`src/rtl/writeback_arbiter.sv`:
```
// Register-file write port arbiter: the pipeline writeback has priority, and MDU results
// wait in a 2-entry in-order FIFO. WAW kill bits and RAW hazard detection cover queued MDU entries.
module writeback_arbiter #(
    parameter int unsigned DATA_W = 32
) (
    input  logic              clk,
    input  logic              reset,
    input  logic              pipe_we,
    input  logic [4:0]        pipe_addr,
    input  logic [DATA_W-1:0] pipe_data,
    input  logic [DATA_W-1:0] pipe_pc,
    input  logic              mdu_valid,
    output logic              mdu_ready,
    input  logic [4:0]        mdu_addr,
    input  logic [DATA_W-1:0] mdu_data,
    input  logic [DATA_W-1:0] mdu_pc,
    input  logic [4:0]        rd_addr1,
    input  logic [4:0]        rd_addr2,
    output logic              raw_stall,
    output logic              rf_we,
    output logic [4:0]        rf_addr,
    output logic [DATA_W-1:0] rf_data,
    output logic [DATA_W-1:0] rf_pc
);

    logic [4:0]        addr_q [2];
    logic [DATA_W-1:0] data_q [2];
    logic [DATA_W-1:0] pc_q   [2];
    logic [1:0]        kill_q;
    logic              rd_ptr_q, rd_ptr_d;
    logic              wr_ptr_q, wr_ptr_d;
    logic [1:0]        count_q, count_d;

    logic              rf_we_q;
    logic [4:0]        rf_addr_q;
    logic [DATA_W-1:0] rf_data_q;
    logic [DATA_W-1:0] rf_pc_q;

    logic pipe_eff;
    logic mdu_accept;
    logic push;
    logic pop;
    logic stall;

    always_comb begin
        pipe_eff   = pipe_we && (pipe_addr != '0);
        mdu_ready  = !reset && (count_q != 2'd2);
        mdu_accept = mdu_valid && mdu_ready;
        // A same-address pipe write in this cycle is younger, so the MDU result is dropped.
        push       = mdu_accept && (mdu_addr != '0) && !(pipe_eff && (mdu_addr == pipe_addr));
        pop        = !pipe_eff && (count_q != 2'd0);
        rd_ptr_d   = pop  ? ~rd_ptr_q : rd_ptr_q;
        wr_ptr_d   = push ? ~wr_ptr_q : wr_ptr_q;
        case ({push, pop})
            2'b10:   count_d = count_q + 2'd1;
            2'b01:   count_d = count_q - 2'd1;
            default: count_d = count_q;
        endcase
    end

    always_comb begin
        stall = 1'b0;
        for (int unsigned i = 0; i < 2; i++) begin
            if (((count_q == 2'd2) || ((count_q == 2'd1) && (rd_ptr_q == 1'(i)))) && !kill_q[i]) begin
                if (((rd_addr1 != '0) && (rd_addr1 == addr_q[i])) ||
                    ((rd_addr2 != '0) && (rd_addr2 == addr_q[i])))
                    stall = 1'b1;
            end
        end
        raw_stall = stall && !reset;
    end

    always_ff @(posedge clk) begin
        if (reset) begin
            for (int unsigned i = 0; i < 2; i++) begin
                addr_q[i] <= '0;
                data_q[i] <= '0;
                pc_q[i]   <= '0;
            end
            kill_q    <= '0;
            rd_ptr_q  <= 1'b0;
            wr_ptr_q  <= 1'b0;
            count_q   <= '0;
            rf_we_q   <= 1'b0;
            rf_addr_q <= '0;
            rf_data_q <= '0;
            rf_pc_q   <= '0;
        end else begin
            if (pipe_eff) begin
                rf_we_q   <= 1'b1;
                rf_addr_q <= pipe_addr;
                rf_data_q <= pipe_data;
                rf_pc_q   <= pipe_pc;
            end else if (pop) begin
                rf_we_q   <= ~kill_q[rd_ptr_q];
                rf_addr_q <= addr_q[rd_ptr_q];
                rf_data_q <= data_q[rd_ptr_q];
                rf_pc_q   <= pc_q[rd_ptr_q];
            end else begin
                rf_we_q   <= 1'b0;
            end

            for (int unsigned i = 0; i < 2; i++) begin
                if (pipe_eff && (addr_q[i] == pipe_addr))
                    kill_q[i] <= 1'b1;
            end

            // The push targets a free slot, so its kill clear must override any stale match above.
            if (push) begin
                addr_q[wr_ptr_q] <= mdu_addr;
                data_q[wr_ptr_q] <= mdu_data;
                pc_q[wr_ptr_q]   <= mdu_pc;
                kill_q[wr_ptr_q] <= 1'b0;
            end

            rd_ptr_q <= rd_ptr_d;
            wr_ptr_q <= wr_ptr_d;
            count_q  <= count_d;
        end
    end

    assign rf_we   = rf_we_q;
    assign rf_addr = rf_addr_q;
    assign rf_data = rf_data_q;
    assign rf_pc   = rf_pc_q;

endmodule
```
`config.mk`:
```
export PLATFORM = sky130hd
export DESIGN_NAME = writeback_arbiter
export DESIGN_NICKNAME = d
export VERILOG_FILES = /design/src/rtl/writeback_arbiter.sv
export SDC_FILE = /design/constraint.sdc
export NUM_CORES = 1
export LEC_CHECK = 0
export ABC_CLOCK_PERIOD_IN_PS = 5800
export BUFFER_PORTS_ARGS = -buffer_cell sky130_fd_sc_hd__buf_2
export CAP_MARGIN = 10
export CORE_ASPECT_RATIO = 0.8
export CORE_MARGIN = 4
export CORE_UTILIZATION = 40
export CTS_CLUSTER_DIAMETER = 30
export CTS_CLUSTER_SIZE = 25
export DETAILED_ROUTE_END_ITERATION = 10
export PLACE_DENSITY = 0.72
export SYNTH_ARGS = -nofsm -noshare
export SYNTH_HDL_FRONTEND = slang
export SYNTH_SLANG_ARGS = --single-unit
```
`constraint.sdc`:
```
create_clock -name clk -period 5.8 [get_ports clk]
set_input_delay 0.58 -clock clk [delete_from_list [all_inputs] [get_ports clk]]
set_output_delay 0.58 -clock clk [all_outputs]
set_load 0.1 [all_outputs]
```
# ---- Yosys cells after proc, flatten, opt, wreduce, memory -nomap -nowiden
# Memory sizes are Yosys's and may differ from the RTL's. A register that Yosys moved wholly into a read port is not among the register bits.
# Index checks and enable logic that the tools add are counted.
dict set report op_classes {
  addsub 2
  order_cmp 3
  eq_ne 12
  muxes 42
  bitwise_logic 5
  n_reduce_logical 38
}
# operator count
set op_table {}
lappend op_table {{32-bit 2-to-1 mux} 6}
lappend op_table {{32-bit OR reduction} 2}
lappend op_table {{5-bit == test} 7}
lappend op_table {{1-bit 2-to-1 mux} 30}
lappend op_table {{5-bit nonzero test} 4}
lappend op_table {{1-bit logical AND} 19}
lappend op_table {{5-bit 2-to-1 mux} 3}
lappend op_table {{2-bit nonzero test} 3}
lappend op_table {{1-bit zero test} 5}
lappend op_table {{5-bit OR reduction} 1}
lappend op_table {{2-bit by 1-bit == test with 1-bit output, second input constant} 2}
lappend op_table {{2-bit == test, second input constant} 2}
lappend op_table {{1-bit logical OR} 4}
lappend op_table {{1-bit by 2-bit < comparator with 1-bit output, second input constant} 2}
lappend op_table {{2-bit case mux with 2 select lines} 1}
lappend op_table {{1-bit inverter} 3}
lappend op_table {{2-bit by 1-bit adder with 2-bit output, second input constant} 1}
lappend op_table {{2-bit AND} 1}
lappend op_table {{2-bit 2-to-1 mux} 1}
lappend op_table {{2-bit != test, second input constant} 1}
lappend op_table {{2-bit inverter} 1}
lappend op_table {{2-bit by 1-bit subtractor with 2-bit output, second input constant} 1}
lappend op_table {{1-bit demux with 1-bit select} 1}
lappend op_table {{1-bit greater-or-equal comparator, second input constant} 1}
dict set report totals {
  register_bits 76
  mem_bits_rw 138
  in_bits 152
  output_inout_bits 72
  wordCells 113
  n_memories 3
}
# name depth width read_ports rd_clocked_by_memory_dff write_ports line
set mem_list {}
lappend mem_list {data_q 2 32 1 1 2 27} ;# logic [DATA_W-1:0] data_q [2];
lappend mem_list {pc_q 2 32 1 1 2 28} ;# logic [DATA_W-1:0] pc_q [2];
lappend mem_list {addr_q 2 5 3 1 2 26} ;# logic [4:0] addr_q [2];

# ---- Logic depth before layout (Yosys ltp)
# Gate-level depths: netlist of run 1.
dict set report depth {
  word_depth 10
  mapped_depth 11
  ltp_nobuf 10
}

# ---- Worst setup path after synthesis of run 1
# OpenSTA, ideal clock, no wires.
dict set report synth_timing {
  path_type {input port to output port}
  startpoint {in rd_addr2[2]}
  endpoint {out raw_stall}
  arrival_ns 4.116
  required_time_ns 5.220
  slack_ns 1.104
  path_stages 5
  path_buffers 0
  path_cell_list {or4_1 -> nor2_1 -> nor4_1 -> a31oi_1 -> o41ai_1}
}
dict set report synth_via {
  elab_chain_len 8
  elab_cells_between_ends 12
  classes_between {eq/ne: 2; mux: 4; reduce/logical: 6}
}
# element line
set synth_rtl {}
lappend synth_rtl {{from (decl)} 18} ;# input logic [4:0] rd_addr2,
lappend synth_rtl {{5-bit == test / 5-bit nonzero test (equally long branches)} 66} ;# ((rd_addr2 != '0) && (rd_addr2 == addr_q[i])))
lappend synth_rtl {{1-bit logical AND} 66}
lappend synth_rtl {{1-bit logical OR} 65} ;# if (((rd_addr1 != '0) && (rd_addr1 == addr_q[i])) ||
lappend synth_rtl {{1-bit 2-to-1 mux} 65}
lappend synth_rtl {{1-bit 2-to-1 mux} 64} ;# if (((count_q == 2'd2) || ((count_q == 2'd1) && (rd_ptr_q == 1'(i)))) && !kill_q[i]) begin
lappend synth_rtl {{1-bit 2-to-1 mux} 65}
lappend synth_rtl {{1-bit 2-to-1 mux *} 64}
lappend synth_rtl {{1-bit logical AND *} 70} ;# raw_stall = stall && !reset;
lappend synth_rtl {{to (decl)} 19} ;# output logic raw_stall,
# Every way passes the cells marked *; elsewhere a longest branch is shown, timed or not.

==> results of run 1 <==
==> worst max-delay path, cell delays in order <==
cell	delay [ns]
buf_2	0.14
or4_4	0.56
o21a_4	0.46
a31oi_4	0.95
and2b_4	0.29
or2_4	0.82
==> cell families after synthesis <==
group / count (synthesis) / share of synthesized area [%]
and+or+nand+nor: 375 / 18.6
muxes: 69 / 7.10
AOI/OAI and AO/OA: 152 / 8.31
adders and majority gates: 4 / 0.514
xor gates and xnor gates: 39 / 3.51
DFF: 215 / 58.4
buffers and inverters: 74 / 3.51
==> cells in the final DEF, fill, tap and decap left out, types with 2 or more instances in the layout <==
master	synthesis	layout
ha_1	4	3
clkbuf_8	0	4
a22oi_1	2	2
nand2_1	203	203
clkinvlp_4	0	3
and2_1	70	70
a31oi_1	3	3
clkbuf_16	0	46
edfxtp_1	138	138
a21oi_1	70	70
dfxtp_1	77	75
and3_1	69	69
clkinv_4	0	6
nor4_1	6	6
nor3_1	4	4
xor2_1	22	22
nand3_1	3	3
o21ai_0	70	70
bufinv_16	0	2
clkinv_2	0	10
inv_1	4	4
nor2_1	12	12
or2_4	0	2
clkbuf_1	51	7
buf_2	9	222
xnor2_1	17	17
or4_1	3	3
diode_2	0	3
clkinv_1	0	3
buf_4	0	7
mux2i_1	69	69
==> per-stage QoR <==
step / util (%) / std cells
after floorplan: - / 928
after global placement: 46.5 / 1399
after detailed placement: 46.5 / 1399
after CTS: 52.6 / 1482
after global routing: 52.6 / 1483
final: 52.7 / 1485
==> final cells by class <==
cell class | instances | area, um^2
fill | 2126 | 11200
sequential | 215 | 5690
multi-input combinational | 639 | 3730
clock buffer | 57 | 1230
timing repair buffer | 229 | 1160
tap | 312 | 390
clock inverter | 26 | 221
inverter | 4 | 15.0
antenna | 3 | 7.51
==> flip-flops by register name, indices dropped and copies added (netlist names), named ones only <==
register and flops:
pc_q 64, count_q 2, rf_we 1, rf_data 32, data_q 64, kill_q 2, rd_ptr_q 1, rf_addr 5
rf_pc 32, wr_ptr_q 1, addr_q 10
==> layer usage <==
metal	track usage [%]	up-vias	share of wire [%]
met3	5.29	61	8.4
met5	0	-	0.12
met2	27.8	257	44
met1	24.9	3485	45
li1	-	3658	-
met4	5.78	6	2.4
==> path summary, 6_finish.rpt <==
kind            startpoint            end  slack (ns)
min          pipe_data[13]    rf_data[13]        0.31
max reg2reg     count_q[0]  data_q[0][15]        2.32
min reg2reg     count_q[0]     count_q[0]        0.56
max           pipe_addr[1]  data_q[0][15]        2.05
==> power breakdown <==
part           leakage [nW]  internal (W)  switching [W]
logic                  2.52      0.000443        0.00118
registers              2.08       0.00186       0.000162
clock network         0.713       0.00159       0.000800
total                  5.31       0.00389        0.00214
==> synth_stat cells, drive strengths merged <==
cell / n / area, um^2
edfxtp: 138 / 4140
o21ai: 71 / 355
ha: 4 / 50.1
xor2: 22 / 193
a22oi: 2 / 15.0
buf: 19 / 135
or4: 4 / 33.8
mux2i: 69 / 691
nor4: 6 / 37.5
and2: 70 / 438
a211o: 1 / 8.76
dfxtp: 77 / 1540
a21oi: 70 / 350
or2: 2 / 12.5
clkbuf: 51 / 191
o21a: 1 / 15.0
inv: 4 / 15.0
nor2b: 1 / 6.26
nand2: 203 / 762
o211ai: 1 / 7.51
nor2: 12 / 45.0
o41ai: 1 / 8.76
a211oi: 1 / 7.51
and2b: 1 / 10.0
nor3: 4 / 20.0
and3: 69 / 432
a31oi: 4 / 40.0
xnor2: 17 / 149
nand3: 3 / 15.0
==> run summary, run 1 <==
Site Rows: 50
design area: 12500 um^2
residual DRC count: 0
Avg Synthesized Cell Area: 10.5 um^2
Final ANT Viol Nets: 0
FF+latch count, synth: 215
via count: 7467
clk buf depth: 3
clock skew: 0.0166 ns
aggregate global-route resource usage: 18.1%
RSZ-0062 raised after global routing: no
Worst Reg2Reg Path Length in Cells: 7
pre-CTS setup slack: 1.52 ns
Die H: 147 um
Startpoint Class: input pin
Final Max Tran Viols: 0
Yosys Warn Count: 0
Ports: 224
Max Cap Violations: 0
RePlAce Congestion: 0.839
worst path required time: 5.92 ns
setup TNS: 0 ns
Leakage: 5.31 nW
actual slew at the worst max-slew pin: 1.09 ns
worst min path class: input pin to flop
Cells after Synth: 928
Iter 0 DRT Violations: 455
Yosys cell types: 34
Period minus WS final: 3.75 ns
die width: 182 um
outcome: complete, no violations
PostCTS Resize Cnt: 0
first-pass GRT wire length: 39.3 mm
dpl hpwl: 15.8 mm
Port Buffers: 223
layout overhead on the synthesized area: 28.0%
First-pass DRT Iterations: 5
die footprint: 26900 um^2
core area: 23600 um^2
largest net degree at the start of global routing: 88
ratio of cells with drive above 1 in the final layout: 26.7%
WHS Path Cells: 3
Clk Tree Root Cell: clkbuf_16
H-tree depth: 2
Reg clk slew, reported paths: 0.05 ns
initial antenna violation count: 4
critical path class: input pin to flop
Routed WL per cell: 16.9 um
worst vdd ir: 0.260 mV
post-synthesis sequential area ratio: 58.4%
crit end category: flop
Final WS setup: 2.05 ns
vias in the first global route: 7370
initial core utilization: 41.1%
Post-DP Area: 11000 um^2
CTS hold repair buffers: 0
Slew HR: 27.6%
number of vias per cell: 5.03
CTS tree: built
Synthesized Nets: 1084
Tcrit/Tclk final: 64.6%
Post-Route WL: 25.2 mm
CP Max Fanout: 69
Final Setup Violations: 0
WHS: 0.306 ns
clk_lat worst skew: 0.51 ns
crit path DAT: 3.86 ns
CTS Buf Count: 45
post-synth design cell area: 9730 um^2
fmax: 267 MHz
Pwr Total: 0.00603 W
gr ovfl total: 0
final hold vios: 0
pwr/cell area: 484 nW/um^2
clk sinks: 215
post-CTS setup buffer count: 0
Layout Nets: 1290
No activity file was read; power rests on OpenSTA's default activity.
==> run 2, diff against run 1 <==
--- a/config.mk
+++ b/config.mk
@@ -5,7 +5,7 @@
 export SDC_FILE = /design/constraint.sdc
 export NUM_CORES = 1
 export LEC_CHECK = 0
-export ABC_CLOCK_PERIOD_IN_PS = 5800
+export ABC_CLOCK_PERIOD_IN_PS = 3600
 export BUFFER_PORTS_ARGS = -buffer_cell sky130_fd_sc_hd__buf_2
 export CAP_MARGIN = 10
 export CORE_ASPECT_RATIO = 0.8
==> constraint.sdc (replaced) <==
create_clock -name clk -period 3.6 [get_ports clk]
set_input_delay 0.36 -clock clk [delete_from_list [all_inputs] [get_ports clk]]
set_output_delay 0.36 -clock clk [all_outputs]
set_load 0.1 [all_outputs]
==> run summary, run 2 (synthesized netlist as in run 1, its figures left out) <==
Final Setup Violations: 0 (unchanged)
CTS hold repair buffers: 0 (unchanged)
crit end category: output port (was flop)
most common cell after layout, fill and taps aside: buf_2 (unchanged)
PostCTS Resize Cnt: 0 (unchanged)
CTS Buf Count: 41 (was 45)
number of vias per cell: 5.00 (was 5.03)
layout overhead on the synthesized area: 28.0% (about the same)
Top Usage Layer GRT: met2 (unchanged)
residual DRC count: 0 (unchanged)
worst path required time: 3.24 ns (was 5.92 ns)
met3 Use GR: 4.48% (was 5.29%)
Reg clk slew, reported paths: 0.06 ns (was 0.05 ns)
Critical Path Start: addr_q[1][3] (was pipe_addr[1])
clk buf depth: 3 (unchanged)
Startpoint Class: flop (was input pin)
via count: 7420 (was 7467)
clk_lat worst skew: 0.51 ns (about the same)
RePlAce Congestion: 0.818 (was 0.839)
actual slew at the worst max-slew pin: 1.06 ns (was 1.09 ns)
gr ovfl total: 0 (unchanged)
launching point of the worst reg2reg path: count_q[0] (unchanged)
clock skew: 0.0150 ns (was 0.0166 ns)
Final WS setup: 0.766 ns (was 2.05 ns)
Iter 0 DRT Violations: 515 (was 455)
dpl hpwl: 16.3 mm (was 15.8 mm)
Routed WL per cell: 16.9 um (about the same)
aggregate global-route resource usage: 17.8% (was 18.1%)
first-pass GRT wire length: 39.0 mm (was 39.3 mm)
fmax: 353 MHz
hold path startpoint: pipe_data[26] (was pipe_data[13])
worst min path class: input pin to flop (unchanged)
worst vdd ir: 0.520 mV (was 0.260 mV)
initial core utilization: 41.1% (unchanged)
initial antenna violation count: 4 (unchanged)
Max Cap Violations: 0 (unchanged)
largest net degree at the start of global routing: 98 (was 88)
clk sinks: 215 (unchanged)
die footprint: 26900 um^2 (unchanged)
pwr/cell area: 769 nW/um^2 (was 484 nW/um^2)
Ports: 224 (unchanged)
post-CTS setup buffer count: 0 (unchanged)
CTS tree: built (unchanged)
Clk Tree Root Cell: clkbuf_16 (unchanged)
Final ANT Viol Nets: 0 (unchanged)
Period minus WS final: 2.83 ns
Top Registers: data_q x64, pc_q x64 (unchanged)
Layout fillers: 2095 (was 2126)
RSZ-0062 raised after global routing: no (unchanged)
die width: 182 um (unchanged)
vias in the first global route: 7354 (was 7370)
Leakage: 5.31 nW (about the same)
most frequent cells in the layout: 222 x buf_2, 203 x nand2_1, 138 x edfxtp_1, 75 x dfxtp_1 (unchanged)
Final Max Tran Viols: 0 (unchanged)
Slew HR: 29.3% (was 27.6%)
Site Rows: 50 (unchanged)
critical path class: flop to output port (was input pin to flop)
outcome: complete, no violations (unchanged)
First-pass DRT Iterations: 5 (unchanged)
Post-Route WL: 25.1 mm (was 25.2 mm)
met1 Resource Use GR: 24.4% (was 24.9%)
ratio of cells with drive above 1 in the final layout: 26.9% (was 26.7%)
Die H: 147 um (unchanged)
final hold vios: 0 (unchanged)
Port Buffers: 223 (unchanged)
pre-CTS setup slack: 0.897 ns (was 1.52 ns)
H-tree depth: 2 (unchanged)
core area: 23600 um^2 (unchanged)
Tcrit/Tclk final: 78.7%
crit path DAT: 2.47 ns (was 3.86 ns)
Layout Nets: 1293 (was 1290)
global routing met2 resource utilization: 28.6% (was 27.8%)
CP Max Fanout: 4 (was 69)
setup TNS: 0 ns (unchanged)
run 2: critical path: stages, from the launching register on:
cell and delay [ns]:
edfxtp_1 0.51, xor2_1 0.21, nor4_1 0.32, a31oi_1 0.15, o41ai_2 0.26, buf_2 0.51
run 2: path summary, 6_finish.rpt:
| kind | end | slack [ns] | depth (start not counted) |
|---|---|---|---|
| max | raw_stall | 0.77 | 5 |
| min | rf_data[26] | 0.09 | 3 |
| max reg2reg | addr_q[0][2] | 1.18 | 8 |
| min reg2reg | count_q[0] | 0.55 | 2 |
run 2: layer usage:
metal	vias to the layer above	share of wire [%]
met2	244	45
li1	3650	-
met5	-	0.17
met4	8	1.9
met3	56	7.0
met1	3462	46
run 2: power breakdown:
group / total [W] / internal [W] / leakage, nW / switching (W)
Clock: 0.00369 / 0.00243 / 0.655 / 0.00126
Combinational: 0.00261 / 0.000741 / 2.58 / 0.00187
Sequential: 0.00327 / 0.00298 / 2.08 / 0.000287
Total: 0.00958 / 0.00616 / 5.31 / 0.00342
run 2: metrics by stage:
| stage | cell area, um^2 | hold slack [ns] | std cells | util [%] | power (W) |
|---|---|---|---|---|---|
| after floorplan | 9740 | 0.484 | 928 | - | 0.00533 |
| after global placement | 11100 | 0.543 | 1406 | 46.9 | 0.00590 |
| after detailed placement | 11100 | 0.543 | 1406 | 46.9 | 0.00594 |
| after CTS | 12400 | 0.0730 | 1482 | 52.6 | 0.00965 |
| after global routing | 12400 | 0.0832 | 1482 | 52.6 | 0.0100 |
| final | 12500 | 0.0912 | 1484 | 52.7 | 0.00958 |
run 2: layout make-up:
class | count | area [um^2] | area share (%)
Antenna cell | 2 | 5.00 | 0.0402
Clock buffer | 52 | 1120 | 8.99
Clock inverter | 24 | 239 | 1.92
Inverter | 4 | 15.0 | 0.121
Multi-Input combinational cell | 639 | 3740 | 30.0
Sequential cell | 215 | 5690 | 45.7
Tap cell | 312 | 390 | 3.13
Timing Repair Buffer | 236 | 1250 | 10.1
